--- src/rtl/axi4_bus_wr_fifo.sv ---
// AXI4 write-path buffer: independent first-word-fall-through FIFOs on AW, W and B,
// with an outstanding-write counter that throttles AW acceptance.

module axi4_bus_wr_fifo_chan #(
  parameter int WIDTH = 8,
  parameter int DEPTH = 4
) (
  input  logic             clk,
  input  logic             rst_n,
  input  logic             push,
  input  logic             pop,
  input  logic [WIDTH-1:0] din,
  output logic [WIDTH-1:0] dout,
  output logic             full,
  output logic             empty,
  output logic             in_ready
);

  localparam int AB = $clog2(DEPTH);

  logic [WIDTH-1:0] mem [DEPTH];
  logic [AB:0]      wr_ptr, rd_ptr;
  logic [AB:0]      wr_nxt, rd_nxt;
  logic             do_push, do_pop;
  logic             full_nxt;

  assign full  = (wr_ptr[AB-1:0] == rd_ptr[AB-1:0]) && (wr_ptr[AB] != rd_ptr[AB]);
  assign empty = (wr_ptr == rd_ptr);

  assign do_push = push && !full;
  assign do_pop  = pop && !empty;

  assign wr_nxt   = wr_ptr + (AB+1)'(do_push);
  assign rd_nxt   = rd_ptr + (AB+1)'(do_pop);
  assign full_nxt = (wr_nxt[AB-1:0] == rd_nxt[AB-1:0]) && (wr_nxt[AB] != rd_nxt[AB]);

  // Input ready is registered from the next occupancy, so it is low in reset and
  // never depends combinationally on the output-side ready.
  always_ff @(posedge clk or negedge rst_n) begin
    if (!rst_n) begin
      wr_ptr   <= '0;
      rd_ptr   <= '0;
      in_ready <= 1'b0;
    end else begin
      wr_ptr   <= wr_nxt;
      rd_ptr   <= rd_nxt;
      in_ready <= !full_nxt;
    end
  end

  always_ff @(posedge clk) begin
    if (do_push) mem[wr_ptr[AB-1:0]] <= din;
  end

  assign dout = mem[rd_ptr[AB-1:0]];

endmodule

module axi4_bus_wr_fifo #(
  parameter int A               = 32,
  parameter int N               = 8,
  parameter int I               = 1,
  parameter int AW_DEPTH        = 4,
  parameter int W_DEPTH         = 16,
  parameter int B_DEPTH         = 4,
  parameter int MAX_OUTSTANDING = 8
) (
  input  logic           aclk,
  input  logic           aresetn,
  input  logic [I-1:0]   s_awid,
  input  logic [A-1:0]   s_awaddr,
  input  logic [7:0]     s_awlen,
  input  logic [2:0]     s_awsize,
  input  logic [1:0]     s_awburst,
  input  logic           s_awvalid,
  output logic           s_awready,
  input  logic [8*N-1:0] s_wdata,
  input  logic [N-1:0]   s_wstrb,
  input  logic           s_wlast,
  input  logic           s_wvalid,
  output logic           s_wready,
  output logic [I-1:0]   s_bid,
  output logic [1:0]     s_bresp,
  output logic           s_bvalid,
  input  logic           s_bready,
  output logic [I-1:0]   m_awid,
  output logic [A-1:0]   m_awaddr,
  output logic [7:0]     m_awlen,
  output logic [2:0]     m_awsize,
  output logic [1:0]     m_awburst,
  output logic           m_awvalid,
  input  logic           m_awready,
  output logic [8*N-1:0] m_wdata,
  output logic [N-1:0]   m_wstrb,
  output logic           m_wlast,
  output logic           m_wvalid,
  input  logic           m_wready,
  input  logic [I-1:0]   m_bid,
  input  logic [1:0]     m_bresp,
  input  logic           m_bvalid,
  output logic           m_bready,
  output logic           aw_wr_full,
  output logic           aw_rd_empty,
  output logic           w_wr_full,
  output logic           w_rd_empty,
  output logic           b_wr_full,
  output logic           b_rd_empty,
  output logic [7:0]     outstanding
);

  localparam int AWW = I + A + 8 + 3 + 2;
  localparam int WW  = 8*N + N + 1;
  localparam int BW  = I + 2;
  localparam logic [7:0] MAX_CNT = 8'(MAX_OUTSTANDING);

  logic [AWW-1:0] aw_din, aw_dout;
  logic [WW-1:0]  w_din, w_dout;
  logic [BW-1:0]  b_din, b_dout;
  logic           aw_in_ready, w_in_ready, b_in_ready;
  logic           aw_push, aw_pop, w_push, w_pop, b_push, b_pop;
  logic [7:0]     cnt, cnt_nxt;

  assign aw_din = {s_awid, s_awaddr, s_awlen, s_awsize, s_awburst};
  assign {m_awid, m_awaddr, m_awlen, m_awsize, m_awburst} = aw_dout;
  assign w_din  = {s_wdata, s_wstrb, s_wlast};
  assign {m_wdata, m_wstrb, m_wlast} = w_dout;
  assign b_din  = {m_bid, m_bresp};
  assign {s_bid, s_bresp} = b_dout;

  assign s_awready = aw_in_ready && (cnt != MAX_CNT);
  assign s_wready  = w_in_ready;
  assign m_bready  = b_in_ready;

  assign m_awvalid = !aw_rd_empty;
  assign m_wvalid  = !w_rd_empty;
  assign s_bvalid  = !b_rd_empty;

  assign aw_push = s_awvalid && s_awready;
  assign aw_pop  = m_awvalid && m_awready;
  assign w_push  = s_wvalid && s_wready;
  assign w_pop   = m_wvalid && m_wready;
  assign b_push  = m_bvalid && m_bready;
  assign b_pop   = s_bvalid && s_bready;

  axi4_bus_wr_fifo_chan #(.WIDTH(AWW), .DEPTH(AW_DEPTH)) u_aw_fifo (
    .clk      (aclk),
    .rst_n    (aresetn),
    .push     (aw_push),
    .pop      (aw_pop),
    .din      (aw_din),
    .dout     (aw_dout),
    .full     (aw_wr_full),
    .empty    (aw_rd_empty),
    .in_ready (aw_in_ready)
  );

  axi4_bus_wr_fifo_chan #(.WIDTH(WW), .DEPTH(W_DEPTH)) u_w_fifo (
    .clk      (aclk),
    .rst_n    (aresetn),
    .push     (w_push),
    .pop      (w_pop),
    .din      (w_din),
    .dout     (w_dout),
    .full     (w_wr_full),
    .empty    (w_rd_empty),
    .in_ready (w_in_ready)
  );

  axi4_bus_wr_fifo_chan #(.WIDTH(BW), .DEPTH(B_DEPTH)) u_b_fifo (
    .clk      (aclk),
    .rst_n    (aresetn),
    .push     (b_push),
    .pop      (b_pop),
    .din      (b_din),
    .dout     (b_dout),
    .full     (b_wr_full),
    .empty    (b_rd_empty),
    .in_ready (b_in_ready)
  );

  // Saturating at zero: a response with nothing outstanding is ignored by the count.
  always_comb begin
    cnt_nxt = cnt;
    if (aw_push && !b_pop)
      cnt_nxt = cnt + 8'd1;
    else if (b_pop && !aw_push && (cnt != 8'd0))
      cnt_nxt = cnt - 8'd1;
  end

  always_ff @(posedge aclk or negedge aresetn) begin
    if (!aresetn) cnt <= 8'd0;
    else          cnt <= cnt_nxt;
  end

  assign outstanding = cnt;

`ifndef SYNTHESIS
  b_without_outstanding : assert property (@(posedge aclk) disable iff (!aresetn)
    !(b_pop && !aw_push && (cnt == 8'd0)));
`endif

endmodule

--- config.mk ---
export PLATFORM = sky130hd
export DESIGN_NAME = axi4_bus_wr_fifo
export DESIGN_NICKNAME = d
export VERILOG_FILES = /design/src/rtl/axi4_bus_wr_fifo.sv
export SDC_FILE = /design/constraint.sdc
export NUM_CORES = 1
export LEC_CHECK = 0
export CORE_MARGIN = 3
export CORE_UTILIZATION = 30
export CTS_CLUSTER_DIAMETER = 60
export DETAILED_ROUTE_END_ITERATION = 7
export SLEW_MARGIN = 20
export SYNTH_ARGS = -nofsm -noshare
export SYNTH_HDL_FRONTEND = slang
export SYNTH_SLANG_ARGS = --single-unit
export TNS_END_PERCENT = 20
--- constraint.sdc ---
create_clock -name aclk -period 8.6 [get_ports aclk]
set_clock_uncertainty 0.15 [all_clocks]
set_input_delay 1.72 -clock aclk [delete_from_list [all_inputs] [get_ports aclk]]
set_output_delay 1.72 -clock aclk [all_outputs]
set_load 0.02 [all_outputs]
Yosys cells after proc, flatten, opt, wreduce, memory -nomap -nowiden
Memories as Yosys holds them, arrays and structs flattened.
Cells that the tools add are included.
Word-level totals
  output and inout port bits: 142
  memories: 3
  memory bits (writable): 1364
  input bits: 130
  logic and storage cells: 80
  bits in registers: 33
Cells by class
  reduce and logical (&&, ||, !) cells: 35
  add/subtract/negate cells: 8
  equality and inequality tests: 16
  mux-type cells: 8
Memory list
  u_w_fifo.mem: words 16, bits a word 73, read ports 1, clocked after memory_dff 0, write ports 1, line 21  | logic [WIDTH-1:0] mem [DEPTH];
  u_aw_fifo.mem: words 4, bits a word 46, read ports 1, clocked after memory_dff 0, write ports 1, line 21
  u_b_fifo.mem: words 4, bits a word 3, read ports 1, clocked after memory_dff 0, write ports 1, line 21
Operators by type and width (count)
  1-bit logical AND: 22
  8-bit 2-to-1 mux: 2
  3-bit by 1-bit adder with 3-bit output: 4
  1-bit zero test: 11
  5-bit by 1-bit adder with 5-bit output: 2
  8-bit by 1-bit adder with 8-bit output (second input constant): 1
  2-bit == test: 4
  4-bit == test: 2
  8-bit by 4-bit inequality test with 1-bit output (second input constant): 1
  8-bit nonzero test: 1
  8-bit by 1-bit subtractor with 8-bit output (second input constant): 1
  3-bit == test: 2
  1-bit 2-to-1 mux: 6
  1-bit inequality test: 6
  5-bit == test: 1
  2-bit nonzero test: 1

Longest topological paths before layout
  depth after elaboration: 8
  mapped depth: 12
  mapped depth without buffers: 11

By module
A second synthesis with hierarchy kept.
Second synthesis, totals
  cell total of the unflattened synthesis: 2312
  area total of the unflattened synthesis: 53486.3 sq um
Modules (own cells, without submodules)
  axi4_bus_wr_fifo_chan (u_w_fifo): sequential area each 35348.9 sq um, times used 1, area an instance 45023.2 sq um, cells each 1933
  axi4_bus_wr_fifo_chan (u_aw_fifo): sequential area each 5700.5 sq um, times used 1, area an instance 6998.0 sq um, cells each 270
  axi4_bus_wr_fifo_chan (u_b_fifo): sequential area each 535.5 sq um, times used 1, area an instance 787.0 sq um, cells each 45
  axi4_bus_wr_fifo: sequential area each 200.2 sq um, times used 1, area an instance 678.2 sq um, cells each 64

Worst setup path before layout
No wires, ideal clock.
  path kind: input -> register
  from: input port s_wvalid
  to: memory u_w_fifo.mem[0][0] in the netlist's numbering (enable)
  library setup time: 710 ps
  setup slack: -1808 ps
  data arrival time: 9548 ps
  required time: 7740 ps
  stages on the path: 3
  buffers on the path: 0
  cell sequence: nand2_1 > or2_1 > nor4b_1
Between the ends
  longest elaborated chain between the ends: 4
Ends and longest elaborated chain
  start: declaration: line 80  | input logic s_wvalid,
  1-bit logical AND: line 140  | assign w_push = s_wvalid && s_wready;
  1-bit logical AND: line 30  | assign do_push = push && !full;
  1-bit 2-to-1 mux: line 52  | if (do_push) mem[wr_ptr[AB-1:0]] <= din;
  1-bit 2-to-1 mux (not written as such): line 52
  end: declaration: line 21
No other way between the ends.

Worst setup path in the final report
  from: register u_w_fifo.rd_ptr[0]
  to: output port m_wdata[16]
Between the ends
  longest elaborated chain between the ends: 1
Ends and longest elaborated chain
  start: declaration: line 22  | logic [AB:0] wr_ptr, rd_ptr;
  start signal: assignment: line 46  | rd_ptr <= rd_nxt;
  memory read 16 x 73 bit
  end: declaration: line 93  | output logic [8*N-1:0] m_wdata,
No other way between the ends.

==> results.json <==
{
  "viasPerCell": 4.75,
  "grt_max_degree": 130,
  "synth_top_family_by_area": "multiplexers",
  "start_util": 0.303,
  "fillers": 15800,
  "dieArea_um2": 182000,
  "yosys_warnings": 0,
  "drt-pass1-iter-count": 5,
  "htreeDepth": 4,
  "dp_cells": 4611,
  "synth_compound_gate_area_share": 0.00165,
  "required_ns": 6.73,
  "cts_tree": "done",
  "critical_path_peak_fanout": 85,
  "drc": 0,
  "core_um2": 175000,
  "run_status": "completed",
  "clockBufferDepth": 3,
  "syn2layout_area_growth_pct": 20.2,
  "cts_buffers": 150,
  "die_h_um": 426,
  "io_buffers": 271,
  "hpwl_um": 62300,
  "synthSimpleGateAreaFrac": 0.00704,
  "grt_antenna_before_repair": 16,
  "final_nets": 2588,
  "grt_overflow_total": 0,
  "syn_nets": 2210,
  "cts-root-buf": "clkbuf_16",
  "cts.sinks": 1397,
  "rsz0062_at_grt": "no",
  "crit_type": "reg -> out",
  "end_kind": "output pin",
  "synthesis.area_um2": 52900,
  "synth_area_per_cell_um2": 25.7,
  "cp_data_arrival_time_ns": 4.15,
  "maxCapViolCount": 0,
  "postCtsSetupRepairBufs": 0,
  "slew_headroom": 0.266,
  "reg2reg_slack_ns": 4.03,
  "clkTransAtPathRegs_ns": 0.06,
  "power.density_nw_per_um2": 354,
  "drt-total-wl_um": 122000,
  "clk_latency_ns": 0.77,
  "grt_pass1_vias": 24800,
  "drt_iter0_drc": 1890,
  "final-setup-viol-count": 0,
  "grt_pass1_wl_um": 177000,
  "synth_mux_area_frac": 0.180,
  "power_uw": 22500,
  "hold_path.class": "reg -> reg",
  "cts_resized": 0,
  "worst_pin_slew_ns": 1.10,
  "fmax_ghz": 0.166,
  "hold_viol": 0,
  "ys_seq_area_frac": 0.789,
  "drt.antenna.violating_nets": 0,
  "period_minus_slack_ns": 6.02,
  "finalCoreUtilization": 0.365,
  "fp.dieW_um": 426,
  "pin_count": 272,
  "routedWlPerCell_um": 25.0,
  "leakage_uw": 0.0198,
  "synth_seq_cells": 1397,
  "instances_no_fill": 4887,
  "maxSlewViolCount": 0,
  "finalSetupTns_ns": 0,
  "drive_gt1_frac": 0.266,
  "vdd_drop_max_v": 0.000280,
  "fin_crit_sh": 0.700,
  "yosys.cell_types.count": 44,
  "cp-start-kind": "flop",
  "syn_inst": 2061,
  "synth_fa_ha_area_frac": 0.00463,
  "grt_usage": 0.135,
  "cts_hold_buf": 0,
  "rows": 153,
  "fin_hold_ws_ns": 0.369,
  "synth_xor_area_frac": 0.00645,
  "gp_congestion": 0.688,
  "num_vias": 23200
}
[cell usage after synthesis (all sizes together)]
cell type | count | share of area
fa | 1 | 0.00038
a21oi | 5 | 0.00047
o21ai | 2 | 0.00019
or3 | 3 | 0.00035
mux2i | 1 | 0.00019
o31a | 1 | 0.00017
nor4 | 5 | 0.00059
nor3b | 3 | 0.00043
o21bai | 1 | 0.00014
and2 | 4 | 0.00047
xor2 | 24 | 0.0040
nand4b | 1 | 0.00017
clkbuf | 34 | 0.0024
dfrtp | 33 | 0.016
nor3 | 5 | 0.00047
a31oi | 1 | 0.00012
or4 | 1 | 0.00014
nand4 | 1 | 0.00012
a21o | 2 | 0.00028
or2 | 2 | 0.00024
a211oi | 1 | 0.00014
and3 | 4 | 0.00047
nor4b | 1 | 0.00017
nor2 | 12 | 0.00085
a22oi | 1 | 0.00014
mux4 | 414 | 0.18
xnor2 | 15 | 0.0025
nand2 | 7 | 0.00050
mux2 | 6 | 0.0013
nand2b | 3 | 0.00035
edfxtp | 1364 | 0.77
ha | 18 | 0.0043
nand3b | 2 | 0.00028
buf | 64 | 0.0083
inv | 6 | 0.00043
nand3 | 10 | 0.00095
and3b | 3 | 0.00050
[cell usage in the layout (no fill, tap or decap), types with 9 or more instances in the layout]
cell type        count
dfrtp_1             27
clkinv_2            13
buf_4               44
mux4_1              32
xnor2_1             15
xor2_1              24
clkbuf_16          158
nand3_1             10
ha_1                18
clkinv_1            25
mux4_2             382
edfxtp_1          1364
clkbuf_1            34
clkdlybuf4s50_1    270
nor2_4               9
bufinv_16           17
[worst max-delay path, stage by stage (launching register included)]
cell and delay [ns]:
dfrtp_4 0.94, buf_12 0.59, mux4_2 0.59, mux4_2 0.48, clkdlybuf4s50_1 0.64
[final cells by class]
cell class	instances	area, um^2	share of cell area
Inverter	6	22.5	0.000354
Clock inverter	76	897	0.0141
Sequential cell	1397	41800	0.657
Antenna cell	7	17.5	0.000275
Tap cell	2325	2910	0.0457
Timing Repair Buffer	324	3220	0.0505
Clock buffer	192	4080	0.0641
Multi-Input combinational cell	560	10700	0.168
[where the power goes]
group | leakage [uW] | switching, uW | internal [uW]
clock network | 0.00241 | 2590 | 3880
registers | 0.0127 | 454 | 8420
logic | 0.00468 | 3710 | 3470
total | 0.0198 | 6750 | 15800
[layer usage]
metal / track usage / routed length [um] / share of wire
met1: 0.173 / 49800 / 0.41
met2: 0.224 / 61600 / 0.50
met3: 0.0392 / 8310 / 0.068
met4: 0.0350 / 2320 / 0.019
met5: 0 / 82 / 0.00067
[sequential cells by signal (all words and copies together), names as in the netlist]
| register | cells |
|---|---|
| u_b_fifo.in_ready | 1 |
| u_aw_fifo.in_ready | 1 |
| u_aw_fifo.wr_ptr | 3 |
| u_b_fifo.mem | 12 |
| u_w_fifo.in_ready | 1 |
| u_aw_fifo.rd_ptr | 3 |
| u_b_fifo.wr_ptr | 3 |
| u_w_fifo.mem | 1168 |
| u_w_fifo.wr_ptr | 5 |
| u_b_fifo.rd_ptr | 3 |
| u_aw_fifo.mem | 184 |
| outstanding | 8 |
| u_w_fifo.rd_ptr | 5 |
[per-stage QoR]
stage	worst slack, ns	instance area, um^2
finish	2.58	63700
global route	2.27	63600
CTS	2.32	63600
detailed placement	3.23	58600
global placement	3.24	58600
floorplan	-1.22	52900
[logic make-up after synthesis]
kind of cell | Yosys count
flip-flops | 1397
XOR/XNOR | 39
AO/OA/AOI/OAI | 14
AND/OR/NAND/NOR | 67
buffers and inverters | 104
multiplexers | 421
adder cells (fa/ha/maj) | 19
[final timing paths]
path	start	endpoint	cells past startpoint
max reg2reg	u_w_fifo.rd_ptr[1]$_DFF_PN0_	u_w_fifo.mem[13][31]$_DFFE_PP_	10
min	outstanding[7]$_DFFE_PN0P_	outstanding[7]$_DFFE_PN0P_	1
min reg2reg	outstanding[7]$_DFFE_PN0P_	outstanding[7]$_DFFE_PN0P_	1
max	u_w_fifo.rd_ptr[0]$_DFF_PN0_	m_wdata[16]	4
max in group asynchronous	aresetn	u_w_fifo.rd_ptr[2]$_DFF_PN0_	1
min in group asynchronous	aresetn	outstanding[4]$_DFFE_PN0P_	1
Note: power is estimated with default switching activity, not from simulation.
